[src/rtl/gas_frame_receiver.sv]
`default_nettype none
// ============================================================================
//  Module      : gas_frame_receiver
//  Description : Recovers framed words (start, S data bits LSB-first,
//                optional even parity, stop) from the gas-engine shift
//                register's serial output. It raises a one-cycle valid pulse
//                for a good word and one-cycle pulses for parity, framing and
//                inter-bit timeout errors.
//  Revision    : 1.0 - initial release
// ============================================================================
module gas_frame_receiver #(
    parameter int S         = 8,
    parameter int PARITY_EN = 1,
    parameter int TIMEOUT   = 64
) (
    input  logic         clk,
    input  logic         rst_n,
    input  logic         bit_in,
    input  logic         bit_valid,
    output logic [S-1:0] data_out,
    output logic         data_valid,
    output logic         parity_err,
    output logic         frame_err,
    output logic         busy
);

    localparam int c_CNT_W = $clog2(S + 1);
    localparam int c_T_W   = $clog2(TIMEOUT + 1);

    // Index of the last data bit. The timeout fires on the idle edge that
    // would take the counter to TIMEOUT.
    localparam logic [c_CNT_W-1:0] c_LAST_BIT = c_CNT_W'(S - 1);
    localparam logic [c_T_W-1:0]   c_T_LAST   = c_T_W'(TIMEOUT - 1);

    typedef enum logic [1:0] {
        ST_IDLE   = 2'd0,
        ST_DATA   = 2'd1,
        ST_PARITY = 2'd2,
        ST_STOP   = 2'd3
    } state_t;

    state_t             r_state;
    logic [S-1:0]       r_acc;
    logic [c_CNT_W-1:0] r_bit_cnt;
    logic [c_T_W-1:0]   r_tcnt;
    logic               r_par_bit;
    logic               w_par_ok;

    // Even parity: the received bit must equal the XOR of the data bits.
    assign w_par_ok = (PARITY_EN == 0) || (r_par_bit == ^r_acc);

    // Frame FSM. The pulse outputs default low every cycle, so each one is
    // high for exactly one cycle after the edge that raises it.
    always_ff @(posedge clk) begin
        if (!rst_n) begin
            r_state    <= ST_IDLE;
            r_acc      <= '0;
            r_bit_cnt  <= '0;
            r_tcnt     <= '0;
            r_par_bit  <= 1'b0;
            data_out   <= '0;
            data_valid <= 1'b0;
            parity_err <= 1'b0;
            frame_err  <= 1'b0;
            busy       <= 1'b0;
        end else begin
            data_valid <= 1'b0;
            parity_err <= 1'b0;
            frame_err  <= 1'b0;
            if (r_state == ST_IDLE) begin
                r_tcnt <= '0;
                if (bit_valid && !bit_in) begin
                    r_state   <= ST_DATA;
                    r_bit_cnt <= '0;
                    busy      <= 1'b1;
                end
            end else if (!bit_valid) begin
                if (r_tcnt == c_T_LAST) begin
                    // Transmitter stalled: drop the partial frame.
                    frame_err <= 1'b1;
                    r_state   <= ST_IDLE;
                    busy      <= 1'b0;
                    r_tcnt    <= '0;
                    r_acc     <= '0;
                    r_bit_cnt <= '0;
                end else begin
                    r_tcnt <= r_tcnt + 1'b1;
                end
            end else begin
                r_tcnt <= '0;
                case (r_state)
                    ST_DATA: begin
                        // Shift right with the new bit at the MSB, so the
                        // first data bit ends up in bit 0.
                        r_acc     <= {bit_in, r_acc[S-1:1]};
                        r_bit_cnt <= r_bit_cnt + 1'b1;
                        if (r_bit_cnt == c_LAST_BIT) begin
                            r_state <= (PARITY_EN != 0) ? ST_PARITY : ST_STOP;
                        end
                    end
                    ST_PARITY: begin
                        r_par_bit <= bit_in;
                        r_state   <= ST_STOP;
                    end
                    default: begin
                        if (bit_in && w_par_ok) begin
                            data_out   <= r_acc;
                            data_valid <= 1'b1;
                        end
                        parity_err <= !w_par_ok;
                        frame_err  <= !bit_in;
                        r_state    <= ST_IDLE;
                        busy       <= 1'b0;
                    end
                endcase
            end
        end
    end

endmodule
`default_nettype wire

[config.mk]
export PLATFORM = sky130hd
export DESIGN_NAME = gas_frame_receiver
export DESIGN_NICKNAME = d
export VERILOG_FILES = /design/src/rtl/gas_frame_receiver.sv
export SDC_FILE = /design/constraint.sdc
export NUM_CORES = 1
export LEC_CHECK = 0
export CAP_MARGIN = 5
export CORE_ASPECT_RATIO = 1.1
export CORE_UTILIZATION = 60
export CTS_CLUSTER_SIZE = 30
export DETAILED_ROUTE_END_ITERATION = 12
export MAX_ROUTING_LAYER = met4
export PLACE_DENSITY = 0.83
export SLEW_MARGIN = 20
export SYNTH_ARGS = -nofsm -noshare
export SYNTH_HDL_FRONTEND = slang
export SYNTH_SLANG_ARGS = --single-unit
[constraint.sdc]
create_clock -name clk -period 3.7 [get_ports clk]
set_input_delay 0.74 -clock clk [delete_from_list [all_inputs] [get_ports clk]]
set_output_delay 0.74 -clock clk [all_outputs]
set_load 0.01 [all_outputs]
=== Word-level counts from Yosys, hierarchy flattened ===
Index checks and enable logic that the tools add are counted.

* Bits in registers: 34
* Output and inout bits: 12
* Logic and storage cells: 67

* Add/sub/neg operators: 2
* Equal/unequal tests: 10
* Muxes and demuxes: 23
* Bitwise gates (word level): 4
* Reductions and logical operators: 18

{| class="wikitable"
|+ Operator list
! kind !! count
|-
| 2-to-1 mux 8 bit || 3
|-
| 2-to-1 mux 4 bit || 5
|-
| AND reduction 3 bit || 5
|-
| 2-to-1 mux 2 bit || 5
|-
| 2-to-1 mux 1 bit || 9
|-
| parity 8 bit || 1
|-
| adder 7 x 1 -> 7 bit, second input constant || 1
|-
| equality test 7 x 6 -> 1 bit, second input constant || 1
|-
| OR reduction 5 bit || 1
|-
| adder 4 x 1 -> 4 bit, second input constant || 1
|-
| equality test 4 x 3 -> 1 bit, second input constant || 1
|-
| != test 2 x 1 -> 1 bit, second input constant || 2
|-
| != test 4 bit, second input constant || 1
|-
| inverter 1 bit || 4
|-
| case mux 2 bit (2 select lines) || 1
|-
| AND reduction 4 bit || 1
|-
| OR reduction 2 bit || 2
|-
| OR reduction 4 bit || 1
|-
| != test 3 x 1 -> 1 bit, second input constant || 1
|-
| != test 3 x 2 -> 1 bit, second input constant || 1
|-
| nonzero test 3 bit || 1
|-
| equality test 2 x 1 -> 1 bit, second input constant || 1
|-
| equality test 2 bit, second input constant || 1
|-
| logical AND 1 bit || 2
|-
| other kinds (4) || 5
|}

=== Logic depth before layout (Yosys ltp) ===
Gate-level depths: netlist of the first run.

* Word-level depth: 5
* Depth in mapped cells: 7
* Mapped depth without buffers: 6

=== Worst setup path before layout of the first run ===
Ideal clock, no wire load.

* Path type: input-to-reg
* Start: in bit_valid
* End: reg r_bit_cnt[3]
* Library setup time: 70 ps
* Arrival: 1852 ps
* Required time: 3630 ps
* Setup slack: 1778 ps
* Stages: 5
* Path buffers: 1
* Cells stage by stage: buf_6 nor3b_2 a221oi_1 or4_1 a21oi_1

* Word-level cells in the longest chain between the ends: 3
* Elaborated cells on any way between the ends: 7
* Those cells by class: eq/ne (2); mux (2); reduce/logical (3)

{| class="wikitable"
|+ RTL lines
! element !! RTL line !! text
|-
| from (decl) || 19 || <nowiki>input logic bit_valid,</nowiki>
|-
| logical AND 1 bit || 72 || <nowiki>if (bit_valid && !bit_in) begin</nowiki>
|-
| != test 2 x 1 -> 1 bit (no source line) || -- ||
|-
| AND reduction 3 bit (no source line) || -- ||
|-
| to (signal assigned) || 96 || <nowiki>r_bit_cnt <= r_bit_cnt + 1'b1;</nowiki>
|-
| to (decl) || 44 || <nowiki>logic [c_CNT_W-1:0] r_bit_cnt;</nowiki>
|}

Parallel ways exist; a longest one is shown, timed or not.
A chain may end at the register's enable or synchronous reset.

=== Final worst setup path of the first run ===
* Start: in bit_valid
* End: reg r_state[0]

* Word-level cells in the longest chain between the ends: 3
* Elaborated cells on any way between the ends: 7
* Those cells by class: eq/ne (2); mux (2); reduce/logical (3)

{| class="wikitable"
|+ RTL lines
! element !! RTL line !! text
|-
| logical AND 1 bit || 72 ||
|-
| != test 2 x 1 -> 1 bit (no source line) || -- ||
|-
| AND reduction 3 bit (no source line) || -- ||
|-
| to (signal assigned) || 98 || <nowiki>r_state <= (PARITY_EN != 0) ? ST_PARITY : ST_STOP;</nowiki>
|-
| to (decl) || 42 || <nowiki>state_t r_state;</nowiki>
|}

Parallel ways exist; a longest one is shown, timed or not.

==> results.py, run 1 <==
metrics = {
    "route": {
        "viasPerCell": 6.018,
        "dr.pass1.iters": 5,
        "routedWlPerCell_um": 14.80,
        "drt-initial-drc-count": 66,
        "via_count": 1348,
        "drcViolationCount": 0,
        "drtAntennaViolNets": 0,
        "totalWireLength_mm": 3.316,
    },
    "placed_design": {
        "place_hpwl_mm": 2.280,
        "pre_cts_ws_ns": 0.7209,
        "place_congestion": 0.8144,
        "io_buffers": 15,
        "numPlacedInstances": 216,
    },
    "yosys": {
        "async_reset_ff_share_pct": 0,
        "synthTopCellsByCount": "dfxtp_1, nand2_1, a21oi_1, nor2_1, nand4_1",
        "ys_types": 36,
        "syn_inst": 178,
        "ys.flop_type": "dfxtp_1",
        "syn-cell-area_um2": 1618,
        "syn-num-nets": 188,
        "ys_seq_area_share_pct": 42.07,
        "synth_top_area_cell": "dfxtp_1",
        "ys_ff_latch": 34,
        "synth_warnings": 0,
        "post-synth-top-count-cell": "dfxtp_1",
        "synth_edf_count": 0,
        "synth_top_area_share_pct": 42.07,
        "synth_area_leaders": "dfxtp_1, nand2_1, a21oi_1, mux2i_1, ha_1",
        "syn_avg_cell_area_um2": 9.089,
    },
    "critical_path": {
        "crit_arrival_ns": 2.92,
        "setup.worst_path.end": "r_state[0]",
        "path_class": "in2reg",
        "crit_path_end_kind": "register",
        "worstPathRequired_ns": 3.93,
        "path_max_fanout": 19,
        "r2r_setup_slack_ns": 1.43,
        "start_kind": "primary input",
        "r2r-start": "r_state[0]",
        "crit_start": "bit_valid",
        "r2r_end": "r_state[0]",
        "ff2ff_path_depth": 6,
    },
    "cts": {
        "cts_resized": 0,
        "clock_sinks": 34,
        "clockBufferDepth": 2,
        "clk_pin_slew_ns": 0.10,
        "cts_root_buf": "clkbuf_4",
        "cts_buffers": 5,
        "ctsHoldBuffers": 0,
        "clk_latency_ns": 0.33,
        "htree_num_levels": 2,
        "cts_tree": "built",
        "cts_setup_buffers": 0,
    },
    "timing": {
        "slew_headroom_pct": 44.91,
        "fin_ws_ns": 1.013,
        "finClkSkew_ns": 0.009801,
        "fin_setup_tns_ns": 0,
        "finalSetupViolCount": 0,
        "worstMarginPinSlew_ns": 0.8263,
        "hold_viol": 0,
        "slew_violations": 0,
        "min_period_ns": 2.687,
        "rsz0062_at_grt": "false",
        "maxClockFrequency_mhz": 372.1,
        "fin_crit_sh_pct": 72.63,
    },
    "grt": {
        "antenna_found_initial": 0,
        "track_usage_pct": 25.93,
        "grt_pass1_vias": 1236,
        "grt_start_max_net_pins": 22,
        "grt_pass1_wl_mm": 5.388,
        "grt.overflow.total": 0,
    },
    "final_layout": {
        "final_util_pct": 72.99,
        "seq_area_um2": 680.7,
        "num_antenna_cells": 0,
        "multi_input_area_um2": 860.8,
        "nNetsFinal": 202,
        "drive_above_1_share_pct": 6.218,
        "syn_to_final_growth_pct": 13.69,
        "fillerInstances": 201,
        "fin_cells": 224,
    },
    "pwr": {
        "ir_drop_mv": 0.2689,
        "p_per_area_nw_per_um2": 370.8,
        "power_leakage_nw": 0.6389,
    },
    "die": {
        "pin_count": 16,
        "die_area_um2": 2908,
        "chipHeight_um": 56.46,
        "start_util_pct": 64.20,
        "rows": 19,
        "core_um2": 2520,
        "dieWidth_um": 51.51,
    },
    "outcome": {
        "status": "finished clean",
    },
    "hold_path": {
        "hp-class": "reg2reg",
    },
    "run": {
        "max_cap_viol_count": 0,
    },
}
-- final cells by class --
type | count | area share, %
tap | 31 | 2.109
multi-input combinational | 129 | 46.80
inverter | 6 | 1.224
sequential | 34 | 37.01
clock buffer | 8 | 4.286
timing repair buffer | 16 | 8.571
-- critical path, cell delays in order --
cell and delay (ns):
clkdlybuf4s50_1 0.87, nor2b_1 0.44, a21boi_0 0.45, nor2_1 0.09
a311oi_1 0.32
-- cell families after synthesis --
logic type / Yosys count / synth area share [%]
flip-flops: 34 / 42.07
adder cells (fa/ha/maj): 6 / 4.640
AO/OA/AOI/OAI: 37 / 13.77
XOR/XNOR: 10 / 7.192
buffers and inverters: 15 / 4.718
multiplexers: 9 / 6.342
AND/OR/NAND/NOR: 67 / 21.27
-- stage by stage --
| stage | instance area [um^2] | hold slack [ns] | total power [W] |
|---|---|---|---|
| final | 1839 | 0.4663 | 0.0006821 |
| after CTS | 1839 | 0.4681 | 0.0006870 |
| after floorplan | 1618 | 0.4175 | 0.0004240 |
| after detailed placement | 1760 | 0.4527 | 0.0004402 |
| after global placement | 1760 | 0.4230 | 0.0004367 |
| after global routing | 1839 | 0.4862 | 0.0007118 |
-- sequential cells by signal, indices dropped and copies added (netlist names) --
| name | flops |
|---|---|
| busy | 1 |
| data_out | 8 |
| data_valid | 1 |
| frame_err | 1 |
| parity_err | 1 |
| r_acc | 8 |
| r_bit_cnt | 4 |
| r_par_bit | 1 |
| r_state | 2 |
| r_tcnt | 7 |
-- cells in the final DEF (no fill, tap or decap) --
master	synthesis	final
o21ai_1	1	1
buf_4	0	1
ha_1	6	6
mux2i_1	8	8
a2111o_1	1	1
a21oi_1	16	16
xnor2_1	4	4
a221oi_1	1	1
clkbuf_8	0	3
or4_1	2	2
nor2b_1	2	2
nand4b_1	1	1
and4_1	2	2
o31ai_1	2	2
nand3b_1	3	3
nor3b_2	1	1
xnor3_1	1	1
nand2_1	23	23
xor2_1	4	4
o211a_1	1	1
o21ai_0	9	9
o2111ai_1	1	1
nand2b_1	3	3
mux2i_4	1	1
xnor3_2	1	1
clkbuf_4	0	5
nand3_1	6	6
a21boi_0	1	1
inv_1	6	6
nand4_1	10	10
clkdlybuf4s50_1	0	15
a22oi_1	1	1
dfxtp_1	34	34
a311oi_1	1	1
o211ai_1	2	2
and3_1	2	2
nor2_1	12	12
-- where the power goes --
part / total (W) / switching, W / internal (W)
Clock: 0.000249 / 0.000119 / 0.000130
Sequential: 0.000373 / 0.00000331 / 0.000370
Combinational: 0.0000599 / 0.0000418 / 0.0000182
Total: 0.000682 / 0.000164 / 0.000518
-- routing by layer --
| metal | up-vias | part of all wire (%) | routed length (um) | GRT usage, % |
|---|---|---|---|---|
| met2 | 38 | 51 | 1687 | 41.00 |
| met4 | 0 | 1.8 | 61 | 12.74 |
| li1 | 663 | - | - | - |
| met1 | 638 | 43 | 1426 | 29.28 |
| met3 | 9 | 4.2 | 140 | 7.859 |
| met5 | - | 0 | 0 | - |
-- how the worst min path moves through the flow --
stage	from	to	slack (ns)	depth (start not counted)
floorplan	r_tcnt[0]	r_tcnt[0]	0.42	1
global route	data_out[3]	data_out[3]	0.49	2
finish	data_out[1]	data_out[1]	0.47	2
detailed placement	r_tcnt[0]	r_tcnt[0]	0.45	1
global placement	r_tcnt[0]	r_tcnt[0]	0.42	1
CTS	data_out[5]	data_out[5]	0.47	2
Power figures use the tool's default switching activity.
==> run 2, diff against run 1 <==
--- a/config.mk
+++ b/config.mk
@@ -7,11 +7,11 @@
 export LEC_CHECK = 0
 export CAP_MARGIN = 5
 export CORE_ASPECT_RATIO = 1.1
-export CORE_UTILIZATION = 60
+export CORE_UTILIZATION = 55
 export CTS_CLUSTER_SIZE = 30
 export DETAILED_ROUTE_END_ITERATION = 12
 export MAX_ROUTING_LAYER = met4
-export PLACE_DENSITY = 0.83
+export PLACE_DENSITY = 0.77
 export SLEW_MARGIN = 20
 export SYNTH_ARGS = -nofsm -noshare
 export SYNTH_HDL_FRONTEND = slang
==> constraint.sdc (replaced) <==
create_clock -name clk -period 2.7 [get_ports clk]
set_input_delay 0.54 -clock clk [delete_from_list [all_inputs] [get_ports clk]]
set_output_delay 0.54 -clock clk [all_outputs]
set_load 0.01 [all_outputs]
==> results.py, run 2 (same netlist as run 1, synthesis figures left out) <==
metrics = {
    "timing": {
        "min_period_ns": 2.110,
        "fin_setup_tns_ns": 0,
        "worstMarginPinSlew_ns": 0.5086,
        "fin_crit_sh_pct": 78.16,
        "rsz0062_at_grt": "false",
        "hold_viol": 0,
        "slew_headroom_pct": 66.09,
        "finalSetupViolCount": 0,
        "maxClockFrequency_mhz": 473.9,
        "finClkSkew_ns": 0.006969,
        "slew_violations": 0,
    },
    "critical_path": {
        "path_max_fanout": 17,
        "path_common_cell": "inv_1",
        "path_class": "reg2reg",
        "crit_path_end_kind": "register",
        "worstPathRequired_ns": 2.95,
        "start_kind": "register",
        "crit_arrival_ns": 2.36,
        "critical_path.cell_chain": "inv_1 -> ha_1 -> inv_1 -> and3_1 -> o211a_1 -> a311oi_1",
        "critPathSlowestCell": "ha_1",
        "critPathMaxStageDelay_ns": 0.49,
    },
    "route": {
        "drtAntennaViolNets": 0,
        "totalWireLength_mm": 3.328,
        "drt-initial-drc-count": 33,
        "viasPerCell": 5.917,
        "via_count": 1355,
        "drcViolationCount": 0,
        "dr.pass1.iters": 4,
        "routedWlPerCell_um": 14.53,
    },
    "grt": {
        "grt_pass1_vias": 1385,
        "grt_pass1_wl_mm": 5.761,
        "track_usage_pct": 26.49,
        "antenna_found_initial": 0,
        "grt.overflow.total": 0,
        "grt_start_max_net_pins": 18,
    },
    "cts": {
        "cts_root_buf": "clkbuf_4",
        "clk_pin_slew_ns": 0.10,
        "ctsHoldBuffers": 0,
        "clk_latency_ns": 0.34,
        "cts_tree": "built",
        "cts_buffers": 5,
        "cts_resized": 0,
        "clock_sinks": 34,
        "clockBufferDepth": 2,
        "htree_num_levels": 2,
        "cts_setup_buffers": 0,
    },
    "die": {
        "core_um2": 2778,
        "die_area_um2": 3162,
        "dieWidth_um": 53.71,
        "pin_count": 16,
        "start_util_pct": 58.24,
        "chipHeight_um": 58.88,
        "rows": 20,
    },
    "final_layout": {
        "layout_common_cells": "dfxtp_1, nand2_1, a21oi_1",
        "final_util_pct": 67.12,
        "nNetsFinal": 205,
        "syn_to_final_growth_pct": 15.24,
        "mostFrequentLayoutCell": "dfxtp_1",
        "drive_above_1_share_pct": 7.653,
        "largest_registers": "data_out x8, r_acc x8, r_tcnt x7",
        "fin_area_um2": 1864,
        "num_antenna_cells": 0,
    },
    "pwr": {
        "ir_drop_mv": 0.3790,
        "power_leakage_nw": 0.6533,
        "p_per_area_nw_per_um2": 506.0,
    },
    "placed_design": {
        "place_hpwl_mm": 2.341,
        "placed_area_um2": 1785,
        "io_buffers": 15,
        "place_congestion": 0.8051,
    },
    "hold_path": {
        "hp-class": "reg2reg",
    },
    "run": {
        "max_cap_viol_count": 0,
    },
    "outcome": {
        "status": "finished clean",
    },
}
-- run 2: critical path: cells and delay by family (launching register included) --
kind            cells  cell delay (ns)
fa+ha+maj           1             0.49
compound gates      2             0.48
buf+inv             2             0.44
flops               1             0.34
simple gates        1             0.28
-- run 2: per-layer routing --
layer / GRT usage, % / up-vias / wire [um]
met3: 8.527 / 7 / 168
met4: 13.16 / 0 / 70
met5: - / - / 0
met1: 28.30 / 644 / 1386
li1: - / 668 / -
met2: 43.03 / 36 / 1702
-- run 2: layout make-up --
class	count	area (um^2)
Clock buffer	8	78.83
Fill cell	228	913.4
Inverter	6	22.52
Multi-Input combinational cell	129	860.8
Sequential cell	34	680.7
Tap cell	33	41.29
Timing Repair Buffer	19	180.2
-- run 2: worst paths after layout --
| check | start | endpoint | slack (ns) | cells after the start |
|---|---|---|---|---|
| max reg2reg | r_state[0] | r_state[0] | 0.59 | 6 |
| min | data_out[0] | data_out[0] | 0.46 | 2 |
| max | r_state[0] | r_state[0] | 0.59 | 6 |
| min reg2reg | data_out[0] | data_out[0] | 0.46 | 2 |
-- run 2: report_power, final --
part | leakage [nW] | total (W) | switching [W] | internal (W)
clock network | 0.0446 | 0.000346 | 0.000168 | 0.000178
logic | 0.334 | 0.0000867 | 0.0000582 | 0.0000285
registers | 0.274 | 0.000511 | 0.00000426 | 0.000507
total | 0.653 | 0.000943 | 0.000230 | 0.000713
-- run 2: through the flow --
stage / std cells / setup WS, ns / hold slack [ns] / total power, W
CTS: 229 / 0.5990 / 0.4639 / 0.0009536
floorplan: 178 / 0.9282 / 0.4175 / 0.0005810
finish: 229 / 0.5897 / 0.4638 / 0.0009433
detailed placement: 221 / 0.2718 / 0.4457 / 0.0006072
global placement: 221 / 0.4504 / 0.4314 / 0.0006033
global route: 229 / 0.3620 / 0.4868 / 0.0009917
